`src/rtl/branch_resolve_ctrl.sv`:
```
// Branch resolution controller: queues IF predictions with their alternate PC,
// retires them in order as EX resolves, and drives predictor update, redirect and flush.
module branch_resolve_ctrl #(
    parameter int PC_W      = 32,
    parameter int DEPTH     = 4,
    parameter int FLUSH_CYC = 2
) (
    input  logic                         clk,
    input  logic                         rst,
    input  logic                         pred_valid,
    input  logic                         pred_taken,
    input  logic [PC_W-1:0]              pred_alt_pc,
    output logic                         pred_ready,
    input  logic                         res_valid,
    input  logic                         res_taken,
    output logic                         upd_valid,
    output logic                         upd_taken,
    output logic                         redirect_valid,
    output logic [PC_W-1:0]              redirect_pc,
    output logic                         flush,
    output logic [$clog2(DEPTH+1)-1:0]   outstanding,
    output logic [15:0]                  br_cnt,
    output logic [15:0]                  miss_cnt
);

    localparam int PTR_W = (DEPTH > 1) ? $clog2(DEPTH) : 1;
    localparam int CNT_W = $clog2(DEPTH + 1);
    localparam int FC_W  = (FLUSH_CYC > 1) ? $clog2(FLUSH_CYC + 1) : 1;

    typedef enum logic [0:0] {
        ST_RUN   = 1'b0,
        ST_FLUSH = 1'b1
    } state_t;

    state_t            r_state;
    state_t            w_state_nxt;
    logic [FC_W-1:0]   r_fcnt;
    logic [FC_W-1:0]   w_fcnt_nxt;

    logic              r_q_taken [DEPTH];
    logic [PC_W-1:0]   r_q_alt   [DEPTH];
    logic [PTR_W-1:0]  r_wr_ptr;
    logic [PTR_W-1:0]  r_rd_ptr;
    logic [CNT_W-1:0]  r_count;

    logic              r_upd_valid;
    logic              r_upd_taken;
    logic              r_redirect_valid;
    logic [PC_W-1:0]   r_redirect_pc;
    logic              r_flush;
    logic [15:0]       r_br_cnt;
    logic [15:0]       r_miss_cnt;

    logic              w_full;
    logic              w_empty;
    logic              w_run;
    logic              w_push;
    logic              w_pop;
    logic              w_miss;

    assign w_full  = (r_count == CNT_W'(DEPTH));
    assign w_empty = (r_count == '0);
    assign w_run   = (r_state == ST_RUN);
    assign w_push  = pred_valid && pred_ready;
    assign w_pop   = res_valid && !w_empty && w_run;
    assign w_miss  = w_pop && (res_taken != r_q_taken[r_rd_ptr]);

    // Readiness is gated by reset so every output reads 0 while reset is held.
    assign pred_ready = rst && w_run && !w_full;

    // FSM state and flush down-counter register.
    always_ff @(posedge clk or negedge rst) begin
        if (!rst) begin
            r_state <= ST_RUN;
            r_fcnt  <= '0;
        end else begin
            r_state <= w_state_nxt;
            r_fcnt  <= w_fcnt_nxt;
        end
    end

    // Next-state logic: a mispredict opens a flush window of FLUSH_CYC cycles.
    always_comb begin
        w_state_nxt = r_state;
        w_fcnt_nxt  = r_fcnt;
        case (r_state)
            ST_RUN: begin
                if (w_miss) begin
                    w_state_nxt = ST_FLUSH;
                    w_fcnt_nxt  = FC_W'(FLUSH_CYC - 1);
                end else begin
                    w_fcnt_nxt  = '0;
                end
            end
            ST_FLUSH: begin
                if (r_fcnt == '0) begin
                    w_state_nxt = ST_RUN;
                end else begin
                    w_fcnt_nxt  = r_fcnt - FC_W'(1);
                end
            end
            default: begin
                w_state_nxt = ST_RUN;
                w_fcnt_nxt  = '0;
            end
        endcase
    end

    // Queue payload storage; written only on an accepted push.
    always_ff @(posedge clk) begin
        if (w_push && !w_miss) begin
            r_q_taken[r_wr_ptr] <= pred_taken;
            r_q_alt[r_wr_ptr]   <= pred_alt_pc;
        end
    end

    // Queue pointers and occupancy; a mispredict empties the queue and drops any same-cycle push.
    always_ff @(posedge clk or negedge rst) begin
        if (!rst) begin
            r_wr_ptr <= '0;
            r_rd_ptr <= '0;
            r_count  <= '0;
        end else if (w_miss) begin
            r_wr_ptr <= '0;
            r_rd_ptr <= '0;
            r_count  <= '0;
        end else begin
            if (w_push) begin
                r_wr_ptr <= r_wr_ptr + PTR_W'(1);
            end
            if (w_pop) begin
                r_rd_ptr <= r_rd_ptr + PTR_W'(1);
            end
            case ({w_push, w_pop})
                2'b10:   r_count <= r_count + CNT_W'(1);
                2'b01:   r_count <= r_count - CNT_W'(1);
                default: r_count <= r_count;
            endcase
        end
    end

    // Registered resolve responses and statistics.
    always_ff @(posedge clk or negedge rst) begin
        if (!rst) begin
            r_upd_valid      <= 1'b0;
            r_upd_taken      <= 1'b0;
            r_redirect_valid <= 1'b0;
            r_redirect_pc    <= '0;
            r_flush          <= 1'b0;
            r_br_cnt         <= 16'd0;
            r_miss_cnt       <= 16'd0;
        end else begin
            r_upd_valid      <= w_pop;
            r_upd_taken      <= w_pop && res_taken;
            r_redirect_valid <= w_miss;
            if (w_miss) begin
                r_redirect_pc <= r_q_alt[r_rd_ptr];
            end
            r_flush          <= (w_state_nxt == ST_FLUSH);
            r_br_cnt         <= r_br_cnt + {15'd0, w_pop};
            r_miss_cnt       <= r_miss_cnt + {15'd0, w_miss};
        end
    end

    assign upd_valid      = r_upd_valid;
    assign upd_taken      = r_upd_taken;
    assign redirect_valid = r_redirect_valid;
    assign redirect_pc    = r_redirect_pc;
    assign flush          = r_flush;
    assign outstanding    = r_count;
    assign br_cnt         = r_br_cnt;
    assign miss_cnt       = r_miss_cnt;

endmodule

```
`config.mk`:
```
export PLATFORM = sky130hd
export DESIGN_NAME = branch_resolve_ctrl
export DESIGN_NICKNAME = d
export VERILOG_FILES = /design/src/rtl/branch_resolve_ctrl.sv
export SDC_FILE = /design/constraint.sdc
export NUM_CORES = 1
export LEC_CHECK = 0
export CAP_MARGIN = 20
export CELL_PAD_IN_SITES_DETAIL_PLACEMENT = 1
export CELL_PAD_IN_SITES_GLOBAL_PLACEMENT = 1
export CORE_ASPECT_RATIO = 1.2
export CORE_MARGIN = 2
export CORE_UTILIZATION = 47
export DETAILED_ROUTE_END_ITERATION = 10
export HOLD_SLACK_MARGIN = 0.05
export PLACE_DENSITY = 0.79
export SLEW_MARGIN = 20
export SYNTH_ARGS = -nofsm -noshare
export SYNTH_HDL_FRONTEND = slang
export SYNTH_SLANG_ARGS = --single-unit
```
`constraint.sdc`:
```
create_clock -name clk -period 3.1 [get_ports clk]
set_input_delay 0.465 -clock clk [delete_from_list [all_inputs] [get_ports clk]]
set_output_delay 0.465 -clock clk [all_outputs]
set_load 0.02 [all_outputs]
```
Word-level counts from Yosys, hierarchy flattened
Memory sizes are Yosys's and may differ from the RTL's. A register that Yosys moved wholly into a read port is not among the register bits.
Cells that the tools add are included.
{"block": "word_totals", "reg_bits": 45, "ram_bits": 132, "out_inout_bits": 72, "n_memories": 2}
{"memory": "r_q_alt", "depth": 4, "word_bits": 32, "read_ports": 1, "rd_clocked_by_memory_dff": 1, "write_ports": 1, "line_no": "41", "source": "logic [PC_W-1:0] r_q_alt [DEPTH];"}
{"memory": "r_q_taken", "depth": 4, "word_bits": 1, "read_ports": 1, "rd_clocked_by_memory_dff": 0, "write_ports": 1, "line_no": "40", "source": "logic r_q_taken [DEPTH];"}
{"block": "op_classes", "addsub": 7, "eq_ne": 5, "n_mux": 14, "bitwise_logic": 1, "reduce_logical": 17}
{"op": "adder 16 x 1 -> 16 bit", "count": 2}
{"op": "two-way mux 2 bit", "count": 5}
{"op": "logical AND 1 bit", "count": 8}
{"op": "one-hot mux 3 bit (2 select lines)", "count": 1}
{"op": "two-way mux 1 bit", "count": 5}
{"op": "adder 2 x 1 -> 2 bit, second input constant", "count": 2}
{"op": "zero test 1 bit", "count": 4}
{"op": "one-hot mux 2 bit (2 select lines)", "count": 1}
{"op": "nonzero test 2 bit", "count": 2}
{"op": "adder 3 x 1 -> 3 bit, second input constant", "count": 1}
{"op": "equality test 3 bit, second input constant", "count": 1}
{"op": "zero test 3 bit", "count": 1}
{"op": "two-way mux 3 bit", "count": 1}
{"op": "nonzero test 3 bit", "count": 1}
{"op": "subtractor 3 x 1 -> 3 bit, second input constant", "count": 1}
{"op": "equality test 2 x 1 -> 1 bit, second input constant", "count": 1}
{"op": "equality test 2 bit, second input constant", "count": 1}
{"op": "zero test 2 bit", "count": 1}
{"op": "!= test 2 bit, second input constant", "count": 1}
{"op": "one-hot mux 1 bit (2 select lines)", "count": 1}
{"op": "subtractor 2 x 1 -> 2 bit, second input constant", "count": 1}
{"op": "!= test 1 bit", "count": 1}
{"op": "inverter 1 bit", "count": 1}

Longest topological paths before layout
{"block": "logic_depth", "ltp_word": 9, "mapped_depth": 10}

Worst setup path before layout
OpenSTA, ideal clock, no wires.
{"block": "synth_timing", "path_kind": "reg-to-reg", "startpoint": "register r_count[0] (netlist: outstanding[0])", "endpoint": "memory r_q_alt[0][0] (enable)", "setup_time_ns": 0.393, "t_arrival_ns": 2.431, "required_time_ns": 2.707, "slack_ns": 0.276, "stages_incl_launch_ff": 5, "n_path_buf": 1, "synth_period_minus_slack_ns": 2.824, "path_cell_list": "dfrtp_1 > o31ai_1 > nor3_4 > buf_6 > and3b_1"}
{"block": "synth_via", "elab_chain_cells": 9, "word_cells_on_any_way": 13}
{"item": "start: declaration", "line_no": "44", "source": "logic [CNT_W-1:0] r_count;"}
{"item": "start signal: assignment", "line_no": "135", "source": "2'b10: r_count <= r_count + CNT_W'(1);"}
{"item": "start signal: assignment", "line_no": "136", "source": "2'b01: r_count <= r_count - CNT_W'(1);"}
{"item": "start signal: assignment", "line_no": "137", "source": "default: r_count <= r_count;"}
{"item": "zero test 3 bit", "line_no": "62", "source": "assign w_empty = (r_count == '0);"}
{"item": "zero test 1 bit", "line_no": "65", "source": "assign w_pop = res_valid && !w_empty && w_run;"}
{"item": "logical AND 1 bit (2 in series)", "line_no": "65"}
{"item": "logical AND 1 bit", "line_no": "66", "source": "assign w_miss = w_pop && (res_taken != r_q_taken[r_rd_ptr]);"}
{"item": "zero test 1 bit", "line_no": "111", "source": "if (w_push && !w_miss) begin"}
{"item": "logical AND 1 bit (*)", "line_no": "111"}
{"item": "two-way mux 1 bit (*)", "line_no": "111"}
{"item": "two-way mux 1 bit (not written as such) (*)", "line_no": "113", "source": "r_q_alt[r_wr_ptr] <= pred_alt_pc;"}
{"item": "end: declaration", "line_no": "41"}
Mark *: on every way between the ends. The rest lies on a longest branch, timed or not.

Final worst setup path
{"block": "layout_timing", "startpoint": "input port rst", "endpoint": "output port pred_ready"}
{"block": "layout_via", "elab_chain_cells": 2}
{"item": "start: declaration", "line_no": "9", "source": "input logic rst,"}
{"item": "logical AND 1 bit (2 in series)", "line_no": "69", "source": "assign pred_ready = rst && w_run && !w_full;"}
{"item": "end: declaration", "line_no": "13", "source": "output logic pred_ready,"}
No other way between the ends.

==> flow_summary.yaml <==
grt:
  antenna_found_initial: 1
  track_usage_pct: 18.91
  grt_pass1_wl_mm: 26.17
  overflow: 0
  grt_max_degree: 47
  first_global_vias: 4694
timing:
  relSlewSlack_pct: 38.85
  report.final.hold_viol_count: 0
  slew_violations: 0
  clock_skew_ps: 20.83
  worstMarginPinSlew_ps: 917.3
  tns_ps: 0
  finalSetupViolCount: 0
  fin_crit_ps: 2777
  fin_crit_sh_pct: 89.58
  fmax_mhz: 360.1
  grt_setup_unrepaired: "false"
final_layout:
  fin_nets: 593
  diodes: 0
  final_cells: 777
  areaGrowthSynthToFinish_pct: 26.37
  multi_input_comb_area_mm2: 0.002023
  seq_area_mm2: 0.005893
  drive_gt1_share_pct: 20.50
  fin_util_pct: 60.37
  n_fill_cell: 1488
clocking:
  clock_path_buffers: 3
  clock_sinks: 209
  clk_pin_slew_ps: 60
  cts_tree: "done"
  cts_made_buffers: 22
  clockRootBuffer: "clkbuf_16"
  insertion_delay_ps: 500
  postCtsSetupBuffers: 0
  htreeDepth: 1
place:
  dp_hpwl_mm: 10.19
  gp_congestion: 0.7904
  port_buffers: 109
  dp_cells: 736
setup_path:
  crit_path_start_kind: "primary input"
  worstSetupPathType: "primary input to output port"
  end_kind: "output port"
  r2r-end: "outstanding[2]"
  cp-startpoint: "rst"
  cp.arrival_ps: 2310
  worstRegToRegCells: 6
  r2r-start: "outstanding[0]"
  crit_fanout: 33
  r2r_slack_ps: 370
  crit_required_ps: 2630
  endpoint: "pred_ready"
synth:
  yosysSeqAreaShare_pct: 73.46
  synthTopCellsByCount: "edfxtp_1, dfrtp_1, mux4_2"
  synth_area_mm2: 0.008019
  synth.most_common_cell: "edfxtp_1"
  yosysWarnings: 0
  synth_top_area_share_pct: 49.43
  synth_area_leader_cell: "edfxtp_1"
  syn_inst: 419
  synth_cell_types: 38
  synth.avg_cell_area_um2: 19.14
  yosys_register_bits: 209
  synth_edf_count: 132
  synth_ff_type: "edfxtp_1"
  synth_nets: 467
  synth_area_leaders: "edfxtp_1, dfrtp_1, mux4_2, mux2_2, xnor2_1"
  async_reset_ff_share_pct: 36.84
floorplan:
  io_pins: 110
  row_count: 52
  die_w_um: 123.2
  die_y_um: 147.1
  die-area_mm2: 0.01813
  start_util_pct: 47.77
  coreArea_mm2: 0.01679
route:
  drt_wl_total_mm: 16.14
  firstDrtPassIters: 4
  drc_errors: 0
  vias_per_cell: 5.396
  antenna_left: 0
  drt_iter0_drc: 299
  drt-wirelength-per-cell_um: 20.77
  vias: 4193
run_status:
  status: "finished, final reports clean"
min_path:
  hold_class: "flip-flop to flip-flop"
power_and_ir_drop:
  power.leakage_nw: 3.734
  vdd_drop_max_uv: 694.8
  powerDensity_mw_per_mm2: 918.9
flow_run:
  maxCapViolCount: 0
## stage by stage
stage	total power (W)	cell area (µm²)	hold slack (ps)	setup WS [ps]
6_report	0.009312	10130	473.8	322.9
3_3_place_gp	0.006500	9341	458.0	454.6
5_1_grt	0.009778	10130	493.1	73.93
3_5_place_dp	0.006631	9341	470.7	106.2
2_1_floorplan	0.005502	8019	169.4	275.6
4_1_cts	0.009428	10130	478.7	107.9
## worst min-delay path by stage
stage                      start  cells after the start      endpoint  slack [ps]
finish                br_cnt[15]                      1    br_cnt[15]         470
global route        miss_cnt[15]                      1  miss_cnt[15]         490
CTS                   br_cnt[15]                      1    br_cnt[15]         480
detailed placement    br_cnt[15]                      1    br_cnt[15]         470
global placement    miss_cnt[15]                      1  miss_cnt[15]         460
floorplan                    rst                      0     br_cnt[0]         170
## per-layer routing
layer | track usage (%) | wire [µm]
met4 | 4.773 | 296
met5 | 0 | 13
met2 | 32.55 | 8491
met3 | 3.533 | 708
met1 | 24.73 | 6625
## where the power goes
part           internal (W)  switching (W)
clock               0.00174        0.00103
sequential          0.00350       0.000323
combinational       0.00141        0.00132
total               0.00664        0.00267
## worst max-delay path, stage by stage
cell,delay [ps]
dlygate4sd3_1,520
buf_4,120
buf_4,370
and3b_1,230
clkdlybuf4s50_1,600
## cell families (layout without fill, tap and decap cells)
| logic type | after synthesis | count (layout) | share of synthesized area (%) |
|---|---|---|---|
| mux | 66 | 66 | 13.89 |
| xor+xnor | 32 | 32 | 3.589 |
| compound gates | 11 | 11 | 0.9988 |
| simple gates | 70 | 70 | 4.977 |
| flops | 209 | 209 | 73.46 |
| buf+inv | 21 | 163 | 1.435 |
| fa+ha+maj | 10 | 10 | 1.654 |
## final cells by class
type | instances | area share (%)
clock buffer | 33 | 6.593
clock inverter | 7 | 1.074
inverter | 7 | 0.2593
multi-input combinational | 189 | 19.97
sequential | 209 | 58.16
tap | 216 | 2.667
timing repair buffer | 116 | 11.29
## what timing repair did
action / CTS / global route
endpoints found under the hold margin: 31 / 0
hold buffers: 1 / 0
gates resized for setup: 0 / 1
setup endpoints to repair: 0 / 1
## cells in the final DEF, fill, tap and decap left out, types with 3 or more instances in the layout
master / instances
clkbuf_8: 3
nand2_1: 10
ha_1: 9
clkinv_2: 3
clkdlybuf4s50_1: 108
and3b_2: 4
edfxtp_1: 132
nor3b_1: 4
dfrtp_1: 75
nor2_1: 14
xnor2_1: 18
mux2_2: 30
nand4_1: 5
mux4_2: 33
xor2_1: 13
inv_1: 7
bufinv_16: 3
buf_4: 7
o21ai_0: 3
clkbuf_1: 5
and4_1: 4
nand3_1: 11
nor3_1: 6
and3_1: 4
clkbuf_16: 24
and2_1: 4
## sequential cells by signal (all words and copies together) (netlist names), 2 cells and up
register,count
redirect_pc,32
r_fcnt,2
br_cnt,16
r_rd_ptr,2
r_q_taken,4
outstanding,3
r_wr_ptr,2
miss_cnt,16
r_q_alt,128
Note: power is estimated with default switching activity, not from simulation.
